## config.mk

```make
export PLATFORM = sky130hd
export DESIGN_NAME = regbank_wb_sched_flat
export DESIGN_NICKNAME = d
export VERILOG_FILES = /design/src/rtl/regbank_wb_sched_pkg.sv /design/src/rtl/regbank_wb_sched_if.sv /design/src/rtl/regbank_wb_sched_ld_slot_timer.sv /design/src/rtl/regbank_wb_sched.sv /design/src/flat_wrapper.sv
export SDC_FILE = /design/constraint.sdc
export NUM_CORES = 1
export LEC_CHECK = 0
export BUFFER_PORTS_ARGS = -buffer_cell sky130_fd_sc_hd__buf_2
export CORE_UTILIZATION = 49
export CTS_CLUSTER_DIAMETER = 200
export DETAILED_ROUTE_END_ITERATION = 10
export PLACE_DENSITY = 0.74
export SYNTH_ARGS = -nofsm -noshare
export SYNTH_HDL_FRONTEND = slang
export SYNTH_SLANG_ARGS = --single-unit
```

## constraint.sdc

```tcl
create_clock -name clk -period 2.2 [get_ports clk]
set_clock_uncertainty 0.05 [all_clocks]
set_input_delay 0.22 -clock clk [delete_from_list [all_inputs] [get_ports clk]]
set_output_delay 0.22 -clock clk [all_outputs]
set_load 0.05 [all_outputs]
```

## src/rtl/regbank_wb_sched_pkg.sv

```systemverilog
// rtl/regbank_wb_sched_pkg.sv - shared encodings for the register-bank write-back scheduler
package regbank_wb_sched_pkg;

    // Write-data mux selector encodings (mux inputs 0..7).
    typedef enum logic [2:0] {
        SEL_ALU   = 3'd0,
        SEL_MEM   = 3'd1,
        SEL_IMM   = 3'd2,
        SEL_PC4   = 3'd3,
        SEL_LUI   = 3'd4,
        SEL_SHIFT = 3'd5,
        SEL_CSR   = 3'd6,
        SEL_SP    = 3'd7
    } wd_sel_e;

    // Stack pointer register and the constant presented on mux input SEL_SP.
    localparam logic [4:0] SP_REG  = 5'd29;
    localparam logic [7:0] SP_INIT = 8'd227;

    typedef enum logic {
        ST_INIT_SP = 1'b0,
        ST_RUN     = 1'b1
    } state_e;

    // A granted write reaches the bank only for a real source and a
    // non-zero destination; otherwise the grant is consumed silently.
    function automatic logic wb_writes(input logic [2:0] sel, input logic [4:0] dst);
        return (sel != 3'(SEL_SP)) && (dst != 5'd0);
    endfunction

endpackage

```

## src/rtl/regbank_wb_sched_if.sv

```systemverilog
// rtl/regbank_wb_sched_if.sv - requester and register-bank signals of the write-back scheduler
//  ctrl_req/ctrl_src/ctrl_dst/ctrl_ack : control-unit write request and combinational grant
//  ld_issue/ld_dst/ld_ready            : load issue and slot availability
//  wd_sel/rf_dst/rf_we                 : registered register-bank write controls
//  init_busy                           : $sp init write pending
interface regbank_wb_sched_if;

    logic       ctrl_req;
    logic [2:0] ctrl_src;
    logic [4:0] ctrl_dst;
    logic       ctrl_ack;
    logic       ld_issue;
    logic [4:0] ld_dst;
    logic       ld_ready;
    logic [2:0] wd_sel;
    logic [4:0] rf_dst;
    logic       rf_we;
    logic       init_busy;

    // Requester / register-bank side.
    modport master (
        output ctrl_req, ctrl_src, ctrl_dst, ld_issue, ld_dst,
        input  ctrl_ack, ld_ready, wd_sel, rf_dst, rf_we, init_busy
    );

    // Scheduler side.
    modport slave (
        input  ctrl_req, ctrl_src, ctrl_dst, ld_issue, ld_dst,
        output ctrl_ack, ld_ready, wd_sel, rf_dst, rf_we, init_busy
    );

endinterface

```

## src/rtl/regbank_wb_sched_ld_slot_timer.sv

```systemverilog
// rtl/regbank_wb_sched_ld_slot_timer.sv - single outstanding-load slot with latency down-counter
//  clk, reset : clock, synchronous active-high reset
//  accept     : load accepted this cycle (caller guarantees ready)
//  dst_in     : destination of the accepted load
//  expiring   : load data is due; the slot is granted and clears this cycle
//  ready      : no load outstanding
//  dst        : destination of the outstanding load
module regbank_wb_sched_ld_slot_timer #(
    parameter int unsigned MEM_LAT = 2    // legal 1..7
) (
    input  logic       clk,
    input  logic       reset,
    input  logic       accept,
    input  logic [4:0] dst_in,
    output logic       expiring,
    output logic       ready,
    output logic [4:0] dst
);

    logic       pending;
    logic [2:0] cnt;
    logic [4:0] dst_q;

    // Counter is loaded with MEM_LAT and the slot is due when it reaches 1,
    // i.e. exactly MEM_LAT cycles after the accepting cycle.
    assign expiring = pending && (cnt == 3'd1);
    assign ready    = !pending;
    assign dst      = dst_q;

    always_ff @(posedge clk) begin
        if (reset) begin
            pending <= 1'b0;
            cnt     <= 3'd0;
            dst_q   <= 5'd0;
        end else if (expiring) begin
            // Load data always wins arbitration, so expiry is always a grant.
            pending <= 1'b0;
            cnt     <= 3'd0;
        end else if (accept) begin
            pending <= 1'b1;
            cnt     <= 3'(MEM_LAT);
            dst_q   <= dst_in;
        end else if (pending) begin
            cnt     <= cnt - 3'd1;
        end
    end

endmodule

```

## src/rtl/regbank_wb_sched.sv

```systemverilog
// rtl/regbank_wb_sched.sv - register-bank write-back scheduler: $sp init, then load/ctrl arbitration
//  clk   : clock, all state on rising edge
//  reset : synchronous, active-high
//  bus   : requester handshakes and registered write controls (regbank_wb_sched_if.slave)
module regbank_wb_sched
    import regbank_wb_sched_pkg::*;
#(
    parameter int unsigned MEM_LAT = 2,   // legal 1..7
    parameter logic [4:0]  SP_REG  = regbank_wb_sched_pkg::SP_REG,
    parameter logic [2:0]  SEL_MEM = 3'(regbank_wb_sched_pkg::SEL_MEM),
    parameter logic [2:0]  SEL_SP  = 3'(regbank_wb_sched_pkg::SEL_SP)
) (
    input  logic                 clk,
    input  logic                 reset,
    regbank_wb_sched_if.slave    bus
);

    state_e     state, state_nxt;
    logic [2:0] wd_sel_q, wd_sel_nxt;
    logic [4:0] rf_dst_q, rf_dst_nxt;
    logic       rf_we_q, rf_we_nxt;

    logic       run;
    logic       ld_expiring;
    logic       slot_ready;
    logic [4:0] slot_dst;
    logic       ld_accept;
    logic       ctrl_grant;

    assign run        = (state == ST_RUN);
    // Expiring load owns the write port; a stalled ctrl request waits.
    assign ctrl_grant = run && bus.ctrl_req && !ld_expiring;
    assign ld_accept  = bus.ld_issue && bus.ld_ready;

    // Handshakes are forced idle while reset is asserted, before the
    // state register has been re-initialised.
    assign bus.ctrl_ack  = ctrl_grant && !reset;
    assign bus.ld_ready  = run && slot_ready && !reset;
    assign bus.init_busy = reset || (state == ST_INIT_SP);
    assign bus.wd_sel    = wd_sel_q;
    assign bus.rf_dst    = rf_dst_q;
    assign bus.rf_we     = rf_we_q;

    regbank_wb_sched_ld_slot_timer #(
        .MEM_LAT (MEM_LAT)
    ) u_ld_slot (
        .clk      (clk),
        .reset    (reset),
        .accept   (ld_accept),
        .dst_in   (bus.ld_dst),
        .expiring (ld_expiring),
        .ready    (slot_ready),
        .dst      (slot_dst)
    );

    always_comb begin
        state_nxt  = state;
        wd_sel_nxt = wd_sel_q;
        rf_dst_nxt = rf_dst_q;
        rf_we_nxt  = 1'b0;
        case (state)
            ST_INIT_SP: begin
                wd_sel_nxt = SEL_SP;
                rf_dst_nxt = SP_REG;
                rf_we_nxt  = 1'b1;
                state_nxt  = ST_RUN;
            end
            ST_RUN: begin
                // Dropped grants (dst 0, reserved source) leave the
                // selector and address untouched.
                if (ld_expiring) begin
                    if (wb_writes(SEL_MEM, slot_dst)) begin
                        wd_sel_nxt = SEL_MEM;
                        rf_dst_nxt = slot_dst;
                        rf_we_nxt  = 1'b1;
                    end
                end else if (ctrl_grant) begin
                    if (wb_writes(bus.ctrl_src, bus.ctrl_dst)) begin
                        wd_sel_nxt = bus.ctrl_src;
                        rf_dst_nxt = bus.ctrl_dst;
                        rf_we_nxt  = 1'b1;
                    end
                end
            end
            default: state_nxt = ST_INIT_SP;
        endcase
    end

    always_ff @(posedge clk) begin
        if (reset) begin
            state    <= ST_INIT_SP;
            wd_sel_q <= 3'd0;
            rf_dst_q <= 5'd0;
            rf_we_q  <= 1'b0;
        end else begin
            state    <= state_nxt;
            wd_sel_q <= wd_sel_nxt;
            rf_dst_q <= rf_dst_nxt;
            rf_we_q  <= rf_we_nxt;
        end
    end

endmodule

```

## src/flat_wrapper.sv

```systemverilog
// flat-port wrapper written by rule: the top's interface ports become plain ports
module regbank_wb_sched_flat import regbank_wb_sched_pkg::*;
#(
    parameter int unsigned MEM_LAT = 2,                
    parameter logic [4:0]  SP_REG  = regbank_wb_sched_pkg::SP_REG,
    parameter logic [2:0]  SEL_MEM = 3'(regbank_wb_sched_pkg::SEL_MEM),
    parameter logic [2:0]  SEL_SP  = 3'(regbank_wb_sched_pkg::SEL_SP)
)
  (clk, reset, bus_ctrl_req, bus_ctrl_src, bus_ctrl_dst, bus_ld_issue, bus_ld_dst, bus_ctrl_ack, bus_ld_ready, bus_wd_sel, bus_rf_dst, bus_rf_we, bus_init_busy);
  regbank_wb_sched_if bus_i ();
  input  logic clk;
  input  logic reset;
  input wire logic [$bits(bus_i.ctrl_req)-1:0] bus_ctrl_req;
  input wire logic [$bits(bus_i.ctrl_src)-1:0] bus_ctrl_src;
  input wire logic [$bits(bus_i.ctrl_dst)-1:0] bus_ctrl_dst;
  input wire logic [$bits(bus_i.ld_issue)-1:0] bus_ld_issue;
  input wire logic [$bits(bus_i.ld_dst)-1:0] bus_ld_dst;
  output wire logic [$bits(bus_i.ctrl_ack)-1:0] bus_ctrl_ack;
  output wire logic [$bits(bus_i.ld_ready)-1:0] bus_ld_ready;
  output wire logic [$bits(bus_i.wd_sel)-1:0] bus_wd_sel;
  output wire logic [$bits(bus_i.rf_dst)-1:0] bus_rf_dst;
  output wire logic [$bits(bus_i.rf_we)-1:0] bus_rf_we;
  output wire logic [$bits(bus_i.init_busy)-1:0] bus_init_busy;
  assign bus_i.ctrl_req = bus_ctrl_req;
  assign bus_i.ctrl_src = bus_ctrl_src;
  assign bus_i.ctrl_dst = bus_ctrl_dst;
  assign bus_i.ld_issue = bus_ld_issue;
  assign bus_i.ld_dst = bus_ld_dst;
  assign bus_ctrl_ack = bus_i.ctrl_ack;
  assign bus_ld_ready = bus_i.ld_ready;
  assign bus_wd_sel = bus_i.wd_sel;
  assign bus_rf_dst = bus_i.rf_dst;
  assign bus_rf_we = bus_i.rf_we;
  assign bus_init_busy = bus_i.init_busy;
  regbank_wb_sched #(.MEM_LAT(MEM_LAT), .SP_REG(SP_REG), .SEL_MEM(SEL_MEM), .SEL_SP(SEL_SP)) u_core (.clk(clk), .reset(reset), .bus(bus_i));
endmodule
```

**Yosys cells after proc, flatten, opt, wreduce, memory -nomap -nowiden**

Index checks and enable logic that the tools add are counted.

- Flip-flop bits (word level): 19
- Latch bits: 0
- Bits in writable memories: 0
- Bits in read-only memories: 0
- Input port bits: 17
- Output and inout port bits: 12
- Word-level logic and storage cells: 53
- Memories kept: 0

- Add/subtract/negate cells: 1
- $mul: 0
- Div/mod/pow operators: 0
- $lt $le $gt $ge: 0
- Equality and inequality tests: 5
- Shift operators: 0
- Mux-type cells: 18
- Bitwise operators: 2
- Reductions and logical operators: 19

Operators with widths:

| cell | count |
|---|---|
| 2-to-1 mux 5 bit | 4 |
| 2-to-1 mux 3 bit | 4 |
| inequality test 3 bit, second input constant | 4 |
| case mux 5 bit (2 select lines) | 1 |
| nonzero test 5 bit | 2 |
| logical AND 1 bit | 8 |
| case mux 3 bit (2 select lines) | 1 |
| 2-to-1 mux 1 bit | 5 |
| 2-to-1 mux 2 bit | 2 |
| equality test 3 x 1 -> 1 bit, second input constant | 1 |
| zero test 1 bit | 3 |
| AND reduction 3 bit | 1 |
| OR reduction 3 bit | 1 |
| subtractor 3 x 1 -> 3 bit, second input constant | 1 |
| inverter 1 bit | 2 |
| case mux 1 bit (2 select lines) | 1 |
| AND reduction 2 bit | 1 |
| nonzero test 2 bit | 1 |
| OR reduction 2 bit | 1 |
| logical OR 1 bit | 1 |

**Depth between registers and ports, before layout**

- Depth in word-level cells: 7
- Mapped depth: 8
- Mapped depth without buffers: 6

**Cells and area by module**

Synthesis repeated with hierarchy kept, for this count alone.

- Cells, all modules: 110
- Area total of the unflattened synthesis: 1027.2 um^2

By module, submodules not included:

| module | times used | cells an instance | area an instance (um^2) | sequential area each (um^2) |
|---|---|---|---|---|
| regbank_wb_sched | 1 | 64 | 590.6 | 200.2 |
| regbank_wb_sched_ld_slot_timer | 1 | 46 | 436.7 | 180.2 |

**Least setup slack after synthesis**

Ideal clock, no wire load.

- Kind: register to register
- Start point: reg u_core.state (netlist: u_core.run)
- End point: reg u_core.u_ld_slot.dst_q[0] (netlist: u_core.u_ld_slot.dst[0])
- Library setup time: 0.070 ns
- Arrival: 2.349 ns
- Required time: 2.080 ns
- Slack: -0.269 ns
- Stages on the path, launching flop included: 7
- Cells stage by stage: dfxtp_1 > clkbuf_2 > nor3b_1 > and2_1 > clkbuf_1 > nand2_1 > a21oi_1

- Longest elaborated chain between the ends: 4

Ends and longest elaborated chain:

| element | RTL line | text |
|---|---|---|
| from (decl) | regbank_wb_sched.sv:18 | `state_e state, state_nxt;` |
| from (signal assigned) | regbank_wb_sched.sv:96 | `state <= state_nxt;` |
| logical AND 1 bit (2 in series) | regbank_wb_sched.sv:38 | `assign bus.ld_ready = run && slot_ready && !reset;` |
| net bus_ld_ready | flat_wrapper.sv:19 | `output wire logic [$bits(bus_i.ld_ready)-1:0] bus_ld_ready;` |
| logical AND 1 bit | regbank_wb_sched.sv:33 | `assign ld_accept = bus.ld_issue && bus.ld_ready;` |
| AND reduction 2 bit (no source line) | -- |  |
| to (signal assigned) | regbank_wb_sched_ld_slot_timer.sv:42 | `dst_q <= dst_in;` |
| to (decl) | regbank_wb_sched_ld_slot_timer.sv:22 | `logic [4:0] dst_q;` |

The timed path passes the listed nets, and every way through them passes these cells.
A chain may end at the register's enable or synchronous reset.

**Worst setup path in the final report**

- Start point: reg u_core.u_ld_slot.dst_q[0] (netlist: u_core.u_ld_slot.dst[0])
- End point: reg u_core.rf_dst_q[4] (netlist: u_core.bus.rf_dst[4])

- Longest elaborated chain between the ends: 3

Ends and longest elaborated chain:

| element | RTL line | text |
|---|---|---|
| nonzero test 5 bit | regbank_wb_sched_pkg.sv:28 | `return (sel != 3'(SEL_SP)) && (dst != 5'd0);` |
| inequality test 3 bit (no source line) | -- |  |
| AND reduction 3 bit (no source line) | -- |  |
| to (signal assigned) | regbank_wb_sched.sv:98 | `rf_dst_q <= rf_dst_nxt;` |
| to (decl) | regbank_wb_sched.sv:20 | `logic [4:0] rf_dst_q, rf_dst_nxt;` |

No other way between the ends.

==> impl_metrics.yaml <==
status:
  outcome: "completed"
sta:
  hold_violations: 0
  relSlewSlack_pct: 76.01
  max_freq_ghz: 0.5256
  period_needed_ps: 1903
  rsz0062_at_grt: "no"
  tightest_slew_ps: 359.9
  setup_viol: 0
  fin_crit_sh_pct: 86.49
  maxSlewViolCount: 0
  tns_ps: 0
floorplan:
  die_area_mm2: 0.002075
  initial_utilization_pct: 53.26
  pin_count: 29
  rows: 15
  die_h_um: 45.56
  core_area_mm2: 0.001745
  die_width_um: 45.56
clock_network:
  cts_tree: "done"
  h-tree-depth: 1
  cts_hold_buf: 0
  cts_resized: 0
  cts_buffer_depth: 2
  cts_made_buffers: 3
  numClockSinks: 19
  postCtsSetupRepairBufs: 0
  insertion_delay_ps: 300
  path_clk_slew_ps: 100
  root_buffer: "clkbuf_4"
route:
  wl_mm: 1.858
  post_drt_wl_per_cell_um: 11.69
  num_vias: 811
  drtAntennaViolNets: 0
  drtIter0Drc: 12
  via_per_inst: 5.101
  dr.pass1.iters: 4
  drc: 0
global_route:
  antenna_found_initial: 0
  met3_usage_pct: 3.571
  grt_pass1_wl_mm: 3.070
  grt.overflow.total: 0
  grt_use_total_pct: 20.73
  grt_busiest_layer: "met2"
  first_global_vias: 737
  globalRouteMet1Util_pct: 25.43
  grt_max_degree: 21
  use_met2_pct: 33.43
synth:
  synth_adder_area_share_pct: 2.692
  yosys.area_share.simple_pct: 23.82
  synth-compound-area-share_pct: 14.40
  synth_top_family_by_area: "simple AND/OR/NAND/NOR gates"
  synth_top_cell_by_area: "dfxtp_1"
  yosysTopAreaCellShare_pct: 40.92
  synth_nets: 128
  ys_async_sr_fraction_pct: 0
  synth.distinct_cells: 30
  netlist_instances: 109
  synth_edf_count: 0
  synth.avg_cell_area_um2: 8.529
  ys.flop_type: "dfxtp_1"
  synthTopCellsByCount: "26 x nand2_1, 19 x dfxtp_1, 7 x a21oi_1"
  syn_area_um2: 929.6
  seq_area_frac_synth_pct: 40.92
  ys_warn_count: 0
  ys_ff_latch: 19
  synth_mux_area_share_pct: 10.23
  synth.area.top_cells: "dfxtp_1 41%, nand2_1 10%, mux2_4 8.1%"
  synth-xor-area-share_pct: 1.884
  yosysMostFrequentCell: "nand2_1"
worst_setup_path:
  cp-start-kind: "register"
  cp_data_required_time_ps: 2350
  crit_path_end_kind: "register"
  crit_type: "register to register"
  critPathArrivalTime_ps: 2050
  path_max_fanout: 7
cells_and_area:
  utilization_pct: 62.72
  instances_no_fill: 159
  syn_to_final_growth_pct: 17.77
  drive_gt1_share_pct: 29.10
  finalNetCount: 154
  n_antenna_cell: 0
placed_design:
  dp_hpwl_mm: 1.376
  place_inst: 155
  gp_congestion: 0.7438
  portBuffers: 28
power:
  power_w: 0.0007315
  ir_drop_uv: 544.9
  leakagePower_nw: 0.5026
  power.density_mw_per_mm2: 668.2
hold_path:
  worstHoldPathType: "input port to register"
job:
  max_cap_viol_count: 0
==> routing by layer <==
metal	routed length (um)	up-vias	part of all wire (%)
met5	0	-	0
met4	48	0	2.6
met2	874	22	47
met1	853	366	46
met3	81	5	4.4
li1	-	418	-
==> state kept, by name, summed over array words and instances, names as in the netlist <==
signal,flops
u_core.bus.rf_we,1
u_core.u_ld_slot.dst,5
u_core.bus.wd_sel,3
u_core.run,1
u_core.u_ld_slot.pending,1
u_core.bus.rf_dst,5
u_core.u_ld_slot.cnt,3
==> worst paths after layout <==
path / start / end / slack, ps / cells past startpoint
max: u_core.u_ld_slot.dst[0] / u_core.bus.rf_dst[4] / 300 / 4
min reg2reg: u_core.bus.wd_sel[0] / u_core.bus.wd_sel[0] / 410 / 2
min: bus_ld_dst[1] / u_core.u_ld_slot.dst[1] / 90 / 3
max reg2reg: u_core.u_ld_slot.dst[0] / u_core.bus.rf_dst[4] / 300 / 4
==> cell families after synthesis <==
logic type / Yosys count
fa+ha+maj: 2
compound gates: 20
simple gates: 47
mux: 7
flops: 19
xor+xnor: 2
buf+inv: 12
==> power by group <==
part / total (W) / leakage (nW) / switching [W] / internal [W]
registers: 0.000383 / 0.157 / 0.0000159 / 0.000367
clock network: 0.000173 / 0.0150 / 0.000103 / 0.0000708
logic: 0.000175 / 0.331 / 0.000114 / 0.0000610
total: 0.000732 / 0.503 / 0.000233 / 0.000499
==> worst max-delay path: stages, from the launching register on <==
cell     delay, ps
dfxtp_1        330
or4_1          540
o21ai_0        170
o211a_1        370
mux2_4         330
==> stage by stage <==
step	area [um2]	hold slack, ps	worst slack [ps]
floorplan	934.6	306.0	304.0
global route	1095	105.8	200.7
finish	1095	94.81	297.2
CTS	1095	87.87	295.8
detailed placement	1069	395.0	229.8
global placement	1069	401.0	257.0
==> final cells by class <==
cell class	instances	area [um2]
fill	159	650.6
inverter	5	18.77
clock buffer	4	26.28
timing repair buffer	28	140.1
sequential	19	380.4
tap	25	31.28
multi-input combinational	78	498.0
==> cell usage in the layout, fill, tap and decap left out, drive strengths merged <==
master,instances
dfxtp,19
mux2i,2
o211a,1
o21ai,2
nand3,1
xor2,1
xnor2,1
nand3b,1
o211ai,1
a211oi,1
ha,2
and3b,1
mux2,5
nor2b,5
nor4,1
a21oi,7
inv,5
a31oi,6
and2,1
nand2,26
buf,28
or4,2
nor2,6
clkbuf,4
o22ai,2
nor3,2
nor3b,1
(Power assumes the default switching activity.)
